--- config.mk ---
export PLATFORM = sky130hd
export DESIGN_NAME = frogger_game_ctrl
export DESIGN_NICKNAME = d
export VERILOG_FILES = /design/src/rtl/frogger_pkg.sv /design/src/rtl/frogger_btn_cond.sv /design/src/rtl/frogger_game_ctrl.sv
export SDC_FILE = /design/constraint.sdc
export NUM_CORES = 1
export LEC_CHECK = 0
export BUFFER_PORTS_ARGS = -buffer_cell sky130_fd_sc_hd__buf_4
export CAP_MARGIN = 20
export CORE_MARGIN = 3
export CORE_UTILIZATION = 62
export CTS_BUF_LIST = sky130_fd_sc_hd__clkbuf_4
export DETAILED_ROUTE_END_ITERATION = 16
export MAX_ROUTING_LAYER = met4
export PLACE_DENSITY = 0.84
export SYNTH_ARGS = -nofsm -noshare
export SYNTH_HDL_FRONTEND = slang
export SYNTH_HIERARCHICAL = 1
export SYNTH_SLANG_ARGS = --single-unit
--- constraint.sdc ---
create_clock -name clk -period 4.35 [get_ports clk]
set_input_delay 0.435 -clock clk [delete_from_list [all_inputs] [get_ports clk]]
set_output_delay 0.435 -clock clk [all_outputs]
set_load 0.01 [all_outputs]
--- src/rtl/frogger_pkg.sv ---
// frogger_pkg: constants and helpers shared by the Frogger game-phase controller.
//   - phase encoding (ATTRACT/PLAY/DYING/WIN/GAME_OVER) as plain 3-bit constants
//   - frog row constants and the frog start column used by the datapath
//   - counter widths and two small arithmetic helpers (saturating score,
//     clamped lane-period speed-up)
package frogger_pkg;

  localparam int CNT_W   = 8;  // phase, lane and repeat counters, lane period
  localparam int LIVES_W = 2;
  localparam int ROW_W   = 3;
  localparam int STATE_W = 3;

  localparam logic [STATE_W-1:0] ST_ATTRACT   = 3'd0;
  localparam logic [STATE_W-1:0] ST_PLAY      = 3'd1;
  localparam logic [STATE_W-1:0] ST_DYING     = 3'd2;
  localparam logic [STATE_W-1:0] ST_WIN       = 3'd3;
  localparam logic [STATE_W-1:0] ST_GAME_OVER = 3'd4;

  localparam logic [ROW_W-1:0] GOAL_ROW  = 3'd0;
  localparam logic [ROW_W-1:0] START_ROW = 3'd7;

  localparam logic [7:0] FROG_START_COL = 8'b0001_0000;

  // Score counts crossings and sticks at 255 instead of wrapping.
  function automatic logic [7:0] sat_inc8(input logic [7:0] v);
    return (v == 8'hFF) ? v : v + 8'd1;
  endfunction

  // Lanes speed up by dec frames per win but never drop below floor_v.
  // The 9-bit compare keeps floor_v + dec from wrapping.
  function automatic logic [CNT_W-1:0] shrink_period(input logic [CNT_W-1:0] p,
                                                     input logic [CNT_W-1:0] dec,
                                                     input logic [CNT_W-1:0] floor_v);
    if ({1'b0, p} >= ({1'b0, floor_v} + {1'b0, dec}))
      return p - dec;
    return floor_v;
  endfunction

endpackage

--- src/rtl/frogger_btn_cond.sv ---
// frogger_btn_cond: conditions one raw active-low button into press pulses.
//   clk, reset (sync, active-low), frame_tick (one pulse per frame)
//   btn        raw active-low button, asynchronous
//   repeat_en  high while auto-repeat may fire (game is in PLAY)
//   press      one-cycle pulse per accepted press
// The raw level goes through a 2-FF synchroniser. The arm flag is set only at
// a frame_tick while the synced level reads released, so contact bounce inside
// one frame yields a single press.
// Optional feature macro: AUTO_REPEAT_EN (held button re-fires every
// REPEAT_FRAMES frame_ticks while repeat_en is high).
module frogger_btn_cond
  import frogger_pkg::*;
#(
  parameter int REPEAT_FRAMES = 12
) (
  input  logic clk,
  input  logic reset,
  input  logic frame_tick,
  input  logic btn,
  input  logic repeat_en,
  output logic press
);

  localparam logic [CNT_W-1:0] REP_LAST = CNT_W'(REPEAT_FRAMES - 1);

  logic sync1;
  logic sync2;
  logic armed;
  logic first_press;

  // sync2 == 0 means held down.
  assign first_press = ~sync2 & armed;

  always_ff @(posedge clk) begin
    if (!reset) begin
      sync1 <= 1'b1;
      sync2 <= 1'b1;
      armed <= 1'b0;
    end else begin
      sync1 <= btn;
      sync2 <= sync1;
      if (frame_tick && sync2)
        armed <= 1'b1;
      else if (first_press)
        armed <= 1'b0;
    end
  end

`ifdef AUTO_REPEAT_EN
  logic [CNT_W-1:0] rep_cnt;
  logic             rep_fire;

  // Armed stays low for as long as the button is held after its first
  // press, so ~armed & ~sync2 marks the held-after-press interval.
  assign rep_fire = repeat_en & ~sync2 & ~armed & frame_tick & (rep_cnt == REP_LAST);

  always_ff @(posedge clk) begin
    if (!reset) begin
      rep_cnt <= '0;
    end else if (sync2 || !repeat_en) begin
      rep_cnt <= '0;
    end else if (frame_tick && !armed) begin
      rep_cnt <= rep_fire ? '0 : rep_cnt + 8'd1;
    end
  end

  assign press = first_press | rep_fire;
`else
  logic [CNT_W:0] unused_repeat;
  assign unused_repeat = {repeat_en, REP_LAST};
  assign press = first_press;
`endif

endmodule

--- src/rtl/frogger_game_ctrl.sv ---
// frogger_game_ctrl: game-phase sequencer for the Frogger datapath.
//   clk, reset (sync, active-low), frame_tick (animate strobe, once per frame)
//   btn_up/down/left/right  raw active-low buttons
//   frog_row   frog vertical position (0 = goal, 7 = start)
//   collision  level, frog overlaps a car
//   move_*     one-cycle move strobes (PLAY only, up > down > left > right)
//   lane_step  one-cycle lane shift strobe, paced by the lane period
//   lane_reset / frog_reset  one-cycle reload strobes for the datapath
//   state      current phase (frogger_pkg encoding), registered
//   lives, score, flash  registered status for the pixel writer
// All strobes are single-cycle pulses with no handshake; the datapath acts on
// them in the cycle they are high.
// Optional feature macro: AUTO_REPEAT_EN (held buttons auto-repeat in PLAY).
module frogger_game_ctrl
  import frogger_pkg::*;
#(
  parameter int LANE_PERIOD   = 60,
  parameter int LANE_MIN      = 15,
  parameter int LANE_DEC      = 5,
  parameter int DEAD_FRAMES   = 90,
  parameter int WIN_FRAMES    = 120,
  parameter int GO_FRAMES     = 180,
  parameter int LIVES         = 3,
  parameter int REPEAT_FRAMES = 12
) (
  input  logic               clk,
  input  logic               reset,
  input  logic               frame_tick,
  input  logic               btn_up,
  input  logic               btn_down,
  input  logic               btn_left,
  input  logic               btn_right,
  input  logic [ROW_W-1:0]   frog_row,
  input  logic               collision,
  output logic               move_up,
  output logic               move_down,
  output logic               move_left,
  output logic               move_right,
  output logic               lane_step,
  output logic               lane_reset,
  output logic               frog_reset,
  output logic [STATE_W-1:0] state,
  output logic [LIVES_W-1:0] lives,
  output logic [7:0]         score,
  output logic               flash
);

  localparam logic [CNT_W-1:0]   PERIOD_INIT = CNT_W'(LANE_PERIOD);
  localparam logic [CNT_W-1:0]   PERIOD_MIN  = CNT_W'(LANE_MIN);
  localparam logic [CNT_W-1:0]   PERIOD_DEC  = CNT_W'(LANE_DEC);
  localparam logic [CNT_W-1:0]   DEAD_LAST   = CNT_W'(DEAD_FRAMES);
  localparam logic [CNT_W-1:0]   WIN_LAST    = CNT_W'(WIN_FRAMES);
  localparam logic [CNT_W-1:0]   GO_LAST     = CNT_W'(GO_FRAMES);
  localparam logic [LIVES_W-1:0] LIVES_INIT  = LIVES_W'(LIVES);

  // press[0]=up, [1]=down, [2]=left, [3]=right
  logic [3:0]         press;
  logic               any_press;
  logic               in_play;
  logic [3:0]         move_sel;
  logic [CNT_W-1:0]   phase;
  logic [CNT_W-1:0]   lane_cnt;
  logic [CNT_W-1:0]   period;
  logic               lane_active;
  logic               lane_hit;
  logic [STATE_W-1:0] next_state;
  logic               new_game;
  logic               lose_life;
  logic               win_entry;
  logic               lane_reload;
  logic               frog_home;

  // The start column belongs to the datapath; this block only sequences it.
  logic [7:0] unused_start_col;
  assign unused_start_col = FROG_START_COL;

  assign in_play = (state == ST_PLAY);

  frogger_btn_cond #(.REPEAT_FRAMES(REPEAT_FRAMES)) u_btn_up (
    .clk(clk), .reset(reset), .frame_tick(frame_tick), .btn(btn_up),
    .repeat_en(in_play), .press(press[0]));
  frogger_btn_cond #(.REPEAT_FRAMES(REPEAT_FRAMES)) u_btn_down (
    .clk(clk), .reset(reset), .frame_tick(frame_tick), .btn(btn_down),
    .repeat_en(in_play), .press(press[1]));
  frogger_btn_cond #(.REPEAT_FRAMES(REPEAT_FRAMES)) u_btn_left (
    .clk(clk), .reset(reset), .frame_tick(frame_tick), .btn(btn_left),
    .repeat_en(in_play), .press(press[2]));
  frogger_btn_cond #(.REPEAT_FRAMES(REPEAT_FRAMES)) u_btn_right (
    .clk(clk), .reset(reset), .frame_tick(frame_tick), .btn(btn_right),
    .repeat_en(in_play), .press(press[3]));

  assign any_press = |press;

  // Priority picks one press first; an up at the goal row or a down at the
  // start row is then dropped rather than handing over to the next button.
  always_comb begin
    move_sel = 4'b0000;
    if (in_play) begin
      if (press[0])      move_sel[0] = (frog_row != GOAL_ROW);
      else if (press[1]) move_sel[1] = (frog_row != START_ROW);
      else if (press[2]) move_sel[2] = 1'b1;
      else if (press[3]) move_sel[3] = 1'b1;
    end
  end

  assign lane_active = (state == ST_ATTRACT) || (state == ST_PLAY);
  assign lane_hit    = frame_tick & lane_active & (lane_cnt == period - 8'd1);

  always_comb begin
    next_state  = state;
    new_game    = 1'b0;
    lose_life   = 1'b0;
    win_entry   = 1'b0;
    lane_reload = 1'b0;
    frog_home   = 1'b0;
    case (state)
      ST_ATTRACT: begin
        if (any_press) begin
          next_state  = ST_PLAY;
          new_game    = 1'b1;
          lane_reload = 1'b1;
          frog_home   = 1'b1;
        end
      end
      ST_PLAY: begin
        if (collision) begin
          next_state = ST_DYING;
          lose_life  = 1'b1;
        end else if (frog_row == GOAL_ROW) begin
          next_state = ST_WIN;
          win_entry  = 1'b1;
        end
      end
      ST_DYING: begin
        if (phase == DEAD_LAST) begin
          if (lives == '0) begin
            next_state = ST_GAME_OVER;
          end else begin
            next_state = ST_PLAY;
            frog_home  = 1'b1;
          end
        end
      end
      ST_WIN: begin
        if (phase == WIN_LAST) begin
          next_state  = ST_PLAY;
          frog_home   = 1'b1;
          lane_reload = 1'b1;
        end
      end
      ST_GAME_OVER: begin
        if (any_press && (phase >= GO_LAST))
          next_state = ST_ATTRACT;
      end
      default: next_state = ST_ATTRACT;
    endcase
  end

  always_ff @(posedge clk) begin
    if (!reset) begin
      state      <= ST_ATTRACT;
      lives      <= LIVES_INIT;
      score      <= 8'd0;
      period     <= PERIOD_INIT;
      lane_cnt   <= '0;
      phase      <= '0;
      flash      <= 1'b0;
      move_up    <= 1'b0;
      move_down  <= 1'b0;
      move_left  <= 1'b0;
      move_right <= 1'b0;
      lane_step  <= 1'b0;
      lane_reset <= 1'b0;
      frog_reset <= 1'b0;
    end else begin
      state      <= next_state;
      move_up    <= move_sel[0];
      move_down  <= move_sel[1];
      move_left  <= move_sel[2];
      move_right <= move_sel[3];
      lane_step  <= lane_hit;
      lane_reset <= lane_reload;
      frog_reset <= frog_home;

      // Reloaded lane patterns restart the shift cadence from zero.
      if (lane_reload)
        lane_cnt <= '0;
      else if (frame_tick && lane_active)
        lane_cnt <= lane_hit ? '0 : lane_cnt + 8'd1;

      // GAME_OVER parks the phase counter at GO_LAST so the press gate stays open.
      if (next_state != state)
        phase <= '0;
      else if (frame_tick && !((state == ST_GAME_OVER) && (phase >= GO_LAST)))
        phase <= phase + 8'd1;

      if (new_game) begin
        lives  <= LIVES_INIT;
        score  <= 8'd0;
        period <= PERIOD_INIT;
      end
      if (lose_life)
        lives <= lives - 2'd1;
      if (win_entry) begin
        score  <= sat_inc8(score);
        period <= shrink_period(period, PERIOD_DEC, PERIOD_MIN);
      end

      if (state == ST_DYING) begin
        if (next_state != ST_DYING)
          flash <= 1'b0;
        else if (frame_tick && (phase[2:0] == 3'd7))
          flash <= ~flash;
      end
    end
  end

endmodule
# Word-level counts from Yosys, hierarchy flattened
# Cells that the tools add are included.
# word_totals
register_bits,57
in_bits,11
# op_classes
add_sub_neg,6
order_cmp,2
eq_ne,13
muxes,45
bitwise_logic,14
reduce_logical,31
# op_table
op,n
8-bit 2-to-1 mux,8
1-bit 2-to-1 mux,25
"8-bit by 1-bit adder with 8-bit output, second input constant",3
3-bit 2-to-1 mux,7
"8-bit by 7-bit equality test with 1-bit output, second input constant",2
3-bit case mux with 5 select lines,1
2-bit nonzero test,7
4-bit OR reduction,3
1-bit logical AND,9
8-bit equality test,1
"8-bit equality test, second input constant",1
"8-bit by 5-bit >= comparator with 1-bit output, second input constant",1
"8-bit >= comparator, second input constant",1
1-bit inverter,8
"8-bit by 1-bit subtractor with 8-bit output, second input constant",1
"8-bit by 3-bit subtractor with 8-bit output, second input constant",1
1-bit bitwise AND,6
"3-bit by 2-bit equality test with 1-bit output, second input constant",2
"3-bit equality test, second input constant",2
3-bit logical NOT,2
5-bit OR reduction,1
2-bit 2-to-1 mux,2
2-bit AND reduction,2
2-bit OR reduction,2
13 further kinds,13

# Logic depth before layout (Yosys ltp)
# Gate-level depths: netlist of run 1.
# depth
word_depth,9
ltp_mapped,10
ltp_nobuf,8

# Hierarchy
# Netlist of run 1, hierarchy kept.
# by_module_without_submodules
module,n_inst,cells_each,area_each_um2
frogger_game_ctrl,1,321,2549.9
frogger_btn_cond,4,7,91.3

# Least setup slack after synthesis of run 1
# No wires, ideal clock.
# synth_path
path_kind,reg-to-reg
from,register period[1]
to,register lane_cnt[2]
setup_time_ns,0.122
arrival_time_ns,1.860
required_ns,4.228
slack_ns,2.368
path_stages_with_launch,11
path_cell_list,dfxtp_1 > clkbuf_1 > inv_1 > ha_1 > clkbuf_1 > xnor2_1 > o2bb2ai_1 > a211oi_1 > o211ai_1 > o21bai_2 > nor2_1
# synth_between
elab_chain_len,4
# synth_rtl
element,line,rtl
start: declaration,frogger_game_ctrl.sv:63,logic [CNT_W-1:0] period;
start signal: assignment,frogger_game_ctrl.sv:206,"period <= shrink_period(period, PERIOD_DEC, PERIOD_MIN);"
8-bit by 1-bit subtractor with 8-bit output,frogger_game_ctrl.sv:107,assign lane_hit = frame_tick & lane_active & (lane_cnt == period - 8'd1);
8-bit equality test,frogger_game_ctrl.sv:107,
1-bit bitwise AND,frogger_game_ctrl.sv:107,
8-bit 2-to-1 mux,frogger_game_ctrl.sv:189,lane_cnt <= lane_hit ? '0 : lane_cnt + 8'd1;
end signal: assignment,frogger_game_ctrl.sv:189,
end: declaration,frogger_game_ctrl.sv:62,logic [CNT_W-1:0] lane_cnt;
# Every way passes these cells.
# A chain may end at the register's enable or synchronous reset.

# Worst setup path after layout of run 1
# layout_path
from,register state[0]
to,register period[3]
# layout_between
elab_chain_len,3
word_cells_on_any_way,6
cone_classes,eq/ne: 1; mux: 3; reduce/logical: 2
# layout_rtl
element,line,rtl
start: declaration,frogger_game_ctrl.sv:42,"output logic [STATE_W-1:0] state,"
start signal: assignment,frogger_game_ctrl.sv:176,state <= next_state;
3-bit by 1-bit equality test with 1-bit output or 3-bit logical NOT (tied branches),frogger_game_ctrl.sv:116,case (state)
1-bit 2-to-1 mux,frogger_game_ctrl.sv:116,
8-bit 2-to-1 mux or 2-bit nonzero test (tied branches),n/a,
# Parallel ways exist; a longest one is shown, timed or not.

==> qor.log, run 1 <==
[synthesis] most frequent cells after synthesis sky130_fd_sc_hd__dfxtp_1, sky130_fd_sc_hd__nor2_1, sky130_fd_sc_hd__nand2_1, sky130_fd_sc_hd__o21ai_0
[synthesis] adder-cell share of the synthesized area 0.0343
[clock_network] TritonCTS clock tree done
[placement] Placement Setup Slack 2.12 ns
[power] worst ir drop on vdd 0.244 mV
[synthesis] EDFF count, synth 0
[timing] Clock Skew 0.0120 ns
[synthesis] sequential cell area fraction in the yosys report 0.391
[global_route] first-pass GRT wire length 10100 um
[finish] post-route insts no fill 430
[power] power density cells 323 mW/mm^2
[synthesis] post-synth top area cell sky130_fd_sc_hd__dfxtp_1
[synthesis] XOR/XNOR share of the synthesized area 0.0661
[synthesis] share of Yosys cell area claimed by the top area cell type 0.391
[critical_path] worst-path fanout max 14
[global_route] Overflow after GRT 0
[flow_run] max-cap viol count 0
[timing] final-report hold violation count 0
[detailed_routing] ratio of routed vias to standard cells 5.95
[detailed_routing] routed vias 2558
[placement] cell count after placement 414
[timing] final critical-path share of the clock period 0.524
[global_route] via count of the first global-routing pass 2286
[clock_network] total number of clock tree sinks 57
[detailed_routing] violation count after the first detailed-route iteration 153
[critical_path] capturing element type of the critical path flop
[finish] area added between synthesis and finish 12.5%
[timing] unrepaired setup endpoints after global routing no
[finish] final instance area 0.00328 mm^2
[clock_network] total CTS buffers 9
[synthesis] post-synthesis cell type count 59
[synthesis] post-synthesis register bit count 57
[synthesis] portion of netlist area occupied by mux cells 0.00386
[floorplanning] count of pins on the block boundary 32
[detailed_routing] DRC Markers 0
[floorplanning] DIE AREA 0.00556 mm^2
[finish] # diodes 0
[critical_path] Worst Setup Path Type reg -> reg
[finish] Post-layout nets 392
[synthesis] Synth Cell Area 0.00292 mm^2
[detailed_routing] mean routed wirelength per cell 14.0 um
[global_route] GRT Overall Usage 0.244
[timing] minimum clock period after layout 2.28 ns
[synthesis] Synth area leaders sky130_fd_sc_hd__dfxtp_1, sky130_fd_sc_hd__nor2_1, sky130_fd_sc_hd__nand2_1, sky130_fd_sc_hd__xnor2_1, sky130_fd_sc_hd__ha_1
[clock_network] clock-pin transition on the worst setup and hold timing paths 0.10 ns
[clock_network] clock root buffer master sky130_fd_sc_hd__clkbuf_4
[critical_path] required time of the critical path 4.63 ns
[placement] Port Buffers 31
[detailed_routing] remaining antenna violation count 0
[outcome] result of the run finished, final reports clean
[clock_network] maximum number of buffers from clock root to sink 2
[synthesis] instance count of the mapped netlist 349
[floorplanning] core area 0.00444 mm^2
[floorplanning] initial core utilization 0.656
[critical_path] Worst setup SP type flop
[finish] share of cells above drive strength 1 0.156
[clock_network] maximum level of the CTS H-tree 3
[placement] DP Area 0.00313 mm^2
[synthesis] Compound-Gate Fraction of Synth Area 0.180
[power] leakage power summed over all cells 1.34 nW
[finish] Filler Cell Count 355
[floorplanning] height of the chip 74.6 um
[clock_network] clock latency on the worst-skew pair 0.40 ns
[floorplanning] die span in x 74.6 um
[synthesis] Yosys warning count 6
[synthesis] async set-or-reset flop fraction in the synthesized netlist 0
[timing] Worst Setup Slack, final 2.07 ns
[clock_network] number of buffers inserted to repair setup after CTS 0
[timing] Setup TNS Final 0 ns
[timing] actual slew at the worst max-slew pin 0.601 ns
[timing] final count of pins violating max slew 0
[timing] final setup violation count 0
[synthesis] Post-Synthesis Net Count 368
[worst_hold_path] Worst Hold Class in -> reg
[synthesis] fraction of the mapped netlist area in simple logic gates 0.276
[detailed_routing] Routed Wire Length 6000 um
[synthesis] leading register cell type out of synthesis sky130_fd_sc_hd__dfxtp_1
[placement] Detailed Place HPWL 4200 um
[timing] headroom to the max-slew limit 0.599
[timing] Max Fclk 438 MHz
[timing] Min Hold Slack 0.212 ns
[floorplanning] row cnt 24
[synthesis] Avg Inst Size Synth 8.35 um^2
[synthesis] most repeated cell in the gate-level netlist after synthesis sky130_fd_sc_hd__dfxtp_1
[clock_network] CTS hold repair buffers 0
[global_route] pin count of the biggest net entering global routing 26
[clock_network] post-cts sizing count 0
[critical_path] data arrival time of the critical path 2.56 ns
[placement] gp weighted congestion 0.853
[synthesis] combinational family with the most area after synthesis simple AND/OR/NAND/NOR gates
[global_route] initial antenna violation count 0
[detailed_routing] first-pass iteration count of the detailed router 5
[registers in the layout, summed over array words and instances, names as in the netlist, 2 cells and up]
register	count
state	3
lives	2
phase	8
score	8
period	8
lane_cnt	8
[power by group]
part,internal [W],switching [W],leakage [nW]
sequential,0.000536,0.0000157,0.464
clock,0.000227,0.000197,0.0824
combinational,0.0000353,0.0000500,0.790
total,0.000798,0.000263,1.34
[worst max-delay path: stages (launching register included)]
cell and delay (ns):
sky130_fd_sc_hd__dfxtp_1 0.60, sky130_fd_sc_hd__or3b_1 0.53, sky130_fd_sc_hd__nor3_4 0.46, sky130_fd_sc_hd__nand2_4 0.14, sky130_fd_sc_hd__o21a_1 0.21, sky130_fd_sc_hd__o22ai_1 0.15
sky130_fd_sc_hd__nand2_1 0.07
[per-stage QoR]
| stage | power (W) | utilization |
|---|---|---|
| CTS | 0.00107 | 0.738 |
| detailed placement | 0.000647 | 0.704 |
| global placement | 0.000645 | 0.704 |
| finish | 0.00106 | 0.738 |
| global route | 0.00111 | 0.738 |
| floorplan | 0.000621 | - |
[layout make-up]
class,count,area (um^2),area share
clock inverter,7,85.1,0.0259
clock buffer,9,67.6,0.0206
multi-input combinational,260,1630,0.498
tap,52,65.1,0.0198
timing repair buffer,31,233,0.0709
inverter,14,55.1,0.0168
sequential,57,1140,0.348
[logic make-up (layout without fill, tap and decap cells)]
group	Yosys count	count (layout)
DFF	57	57
muxes	1	1
buffers and inverters	32	61
adders and majority gates	8	8
xor gates and xnor gates	22	22
and+or+nand+nor	153	153
AOI/OAI and AO/OA	76	76
[layout by cell type, fill, tap and decap left out, types with 2 or more instances in the layout]
cell                        count
sky130_fd_sc_hd__bufinv_16      2
sky130_fd_sc_hd__and2_1         2
sky130_fd_sc_hd__o311ai_1       2
sky130_fd_sc_hd__nand2b_1      12
sky130_fd_sc_hd__a31oi_1        7
sky130_fd_sc_hd__and2b_2        4
sky130_fd_sc_hd__or4_1          3
sky130_fd_sc_hd__or3_1          3
sky130_fd_sc_hd__and4b_1        2
sky130_fd_sc_hd__nand3_1       17
sky130_fd_sc_hd__dfxtp_1       57
sky130_fd_sc_hd__o2111ai_1      2
sky130_fd_sc_hd__and3_1         5
sky130_fd_sc_hd__clkbuf_4       9
sky130_fd_sc_hd__clkinv_1       3
sky130_fd_sc_hd__nand4_1        6
sky130_fd_sc_hd__o211ai_1       4
sky130_fd_sc_hd__ha_1           8
sky130_fd_sc_hd__nor2b_1        2
sky130_fd_sc_hd__o21ai_0       18
sky130_fd_sc_hd__xor2_1        10
sky130_fd_sc_hd__inv_1         13
sky130_fd_sc_hd__xnor2_1       12
sky130_fd_sc_hd__nor3_1         9
sky130_fd_sc_hd__nor3b_1        2
sky130_fd_sc_hd__buf_4         31
sky130_fd_sc_hd__a21oi_1       17
sky130_fd_sc_hd__nand2_1       34
sky130_fd_sc_hd__o21a_1         2
sky130_fd_sc_hd__o211a_1        6
sky130_fd_sc_hd__nor2_1        39
sky130_fd_sc_hd__nor4_1         5
sky130_fd_sc_hd__a211oi_1       2
[per-layer routing]
layer	vias to the layer above	wire length, um	track usage
li1	1289	-	-
met1	1203	2640	0.292
met2	57	3010	0.387
met3	9	261	0.0649
met4	0	85	0.103
met5	-	0	-
[worst paths after layout]
check	startpoint	endpoint	slack (ns)	cells after the start
hold / removal	btn_left	u_btn_left/sync1	0.21	2
setup reg to reg	state[0]	period[3]	2.07	6
setup / recovery	state[0]	period[3]	2.07	6
hold reg to reg	u_btn_down/sync1	u_btn_down/sync2	0.41	1
No activity file was read; power rests on OpenSTA's default activity.
==> inputs of run 2 (changes only) <==
- CORE_UTILIZATION: 62 -> 55
- PLACE_DENSITY: 0.84 -> 0.79
- clock period: 4.35 -> 1.8 ns (I/O delays scaled with it)
==> run 2 against run 1 <==
Compared with the run above:
- worst setup slack lost 2.3 ns
- power grew to 2.7 times the previous value
- clock power grew to 2.6 times the previous value
- die area grew 12%
- core utilization grew 11 points
- the run now ends with negative setup slack left
- sequential power grew 140%
- worst hold slack lost 0.11 ns
- fmax grew 15%
- critical path type unchanged
- design area grew 27%
- sequential cell count is the same
==> qor.log, run 2 (synthesis results as in run 1) <==
[clock_network] clock latency on the worst-skew pair 0.43 ns
[timing] Worst Setup Slack, final -0.191 ns
[timing] unrepaired setup endpoints after global routing yes
[timing] Max Fclk 502 MHz
[finish] share of cells above drive strength 1 0.391
[timing] final setup violation count 17
[finish] final core utilization 0.846
[timing] Min Hold Slack 0.105 ns
[placement] Port Buffers 31
[detailed_routing] met2 wire len 4380 um
[power] worst ir drop on vdd 0.652 mV
[worst_hold_path] Worst Hold Class in -> reg
[global_route] Overflow after GRT 0
[floorplanning] core area 0.00491 mm^2
[timing] final count of pins violating max slew 0
[floorplanning] initial core utilization 0.594
[detailed_routing] remaining antenna violation count 0
[global_route] via count of the first global-routing pass 2750
[detailed_routing] mean routed wirelength per cell 16.8 um
[floorplanning] DIE AREA 0.00621 mm^2
[placement] Detailed Place HPWL 5140 um
[detailed_routing] wire length the detailed router placed on met1 3510 um
[detailed_routing] top layer reached by signal wires met4
[timing] final-report hold violation count 0
[critical_path] capturing element type of the critical path flop
[finish] area added between synthesis and finish 42.6%
[timing] final critical-path share of the clock period 1.11
[outcome] result of the run finished, violations left
[outcome] failing checks negative setup slack
[timing] Clock Skew 0.0167 ns
[detailed_routing] violation count after the first detailed-route iteration 234
[timing] minimum clock period after layout 1.99 ns
[finish] final instance area 0.00416 mm^2
[placement] DP Area 0.00357 mm^2
[floorplanning] row cnt 25
[finish] Post-layout nets 459
[power] power density cells 679 mW/mm^2
[detailed_routing] total length of routed met3 wires 475 um
[finish] area of the multi-input gates 0.00192 mm^2
[power] leakage power summed over all cells 1.74 nW
[critical_path] Worst Setup Path Type reg -> reg
[detailed_routing] first-pass iteration count of the detailed router 5
[finish] # diodes 0
[clock_network] clock root buffer master sky130_fd_sc_hd__clkbuf_4
[global_route] first-pass GRT wire length 12800 um
[clock_network] maximum number of buffers from clock root to sink 2
[power] total design power 0.00282 W
[global_route] pin count of the biggest net entering global routing 19
[global_route] GRT Overall Usage 0.270
[clock_network] total number of clock tree sinks 57
[finish] commonest cells after routing, fill and taps aside sky130_fd_sc_hd__buf_4, sky130_fd_sc_hd__dfxtp_1, sky130_fd_sc_hd__nor2_1
[critical_path] Worst setup SP type flop
[clock_network] maximum level of the CTS H-tree 3
[placement] gp weighted congestion 0.935
[detailed_routing] Routed Wire Length 8600 um
[finish] Sequential Area 0.00115 mm^2
[flow_run] max-cap viol count 0
[floorplanning] height of the chip 78.8 um
[finish] Filler Cell Count 290
[detailed_routing] DRC Markers 0
[timing] headroom to the max-slew limit 0.637
[finish] most common cell after layout, fill and taps aside sky130_fd_sc_hd__buf_4
[floorplanning] count of pins on the block boundary 32
[critical_path] required time of the critical path 2.11 ns
[floorplanning] die span in x 78.8 um
[clock_network] TritonCTS clock tree done
[clock_network] total CTS buffers 9
[detailed_routing] ratio of routed vias to standard cells 5.88
[clock_network] clock-pin transition on the worst setup and hold timing paths 0.12 ns
[critical_path] data arrival time of the critical path 2.30 ns
[global_route] initial antenna violation count 0
[critical_path] worst-path fanout max 4
[detailed_routing] routed vias 3008
[timing] actual slew at the worst max-slew pin 0.543 ns
-- run 2: cell types whose count changed in the layout (fill, tap and decap cells not counted), moves of 6 or more --
cell / delta
sky130_fd_sc_hd__buf_4: +56
sky130_fd_sc_hd__o21ai_0: -9
sky130_fd_sc_hd__a21oi_1: -6
sky130_fd_sc_hd__a21oi_2: +6
sky130_fd_sc_hd__nor2_1: -6
sky130_fd_sc_hd__o21ai_1: +6
-- run 2: power by group --
part / switching (W) / internal [W] / total, W
clock network: 0.000548 / 0.000576 / 0.00112
logic: 0.000197 / 0.000179 / 0.000375
registers: 0.0000261 / 0.00130 / 0.00132
total: 0.000771 / 0.00205 / 0.00282
-- run 2: area by class of cell --
type / instances / share of cell area
Inverter: 14 / 0.0132
Sequential cell: 57 / 0.276
Timing Repair Buffer: 98 / 0.188
Multi-Input combinational cell: 260 / 0.461
Clock inverter: 7 / 0.0247
Clock buffer: 9 / 0.0163
Tap cell: 67 / 0.0202
-- run 2: through the flow --
step                      setup WS, ns  TNS (ns)  std cells
after floorplan                -0.0922   -0.0922        349
after detailed placement        -0.225     -1.71        484
final                           -0.191     -1.79        512
after global routing            -0.299     -3.77        512
after global placement         -0.0254    -0.147        484
after CTS                      -0.0532    -0.298        507
-- run 2: worst max-delay path, stage by stage (launching register included) --
cell	delay (ns)
sky130_fd_sc_hd__dfxtp_1	0.38
sky130_fd_sc_hd__or4_1	0.51
sky130_fd_sc_hd__a31oi_1	0.25
sky130_fd_sc_hd__o31a_1	0.17
sky130_fd_sc_hd__o211ai_1	0.23
sky130_fd_sc_hd__o211ai_1	0.25
sky130_fd_sc_hd__a21oi_1	0.08
-- run 2: worst paths after layout --
path                 endpoint  depth (start not counted)              from  slack (ns)
max               lane_cnt[1]                          6         period[2]       -0.19
min                  lives[0]                          4         collision        0.10
max reg2reg       lane_cnt[1]                          6         period[2]       -0.19
min reg2reg  u_btn_down/sync2                          1  u_btn_down/sync1        0.42
-- run 2: per-layer routing --
metal	up-vias	global-route usage
li1	1426	-
met1	1411	0.321
met2	139	0.441
met3	32	0.0760
met4	0	0.0944
met5	-	-
-- run 2: timing repair --
item / CTS / global route
pin swaps: 9 / 37
setup endpoints to repair: 22 / 36
hold buffers: 5 / 0
resized for setup: 12 / 68
hold endpoints to repair: 5 / 0
setup buffers: 2 / 5
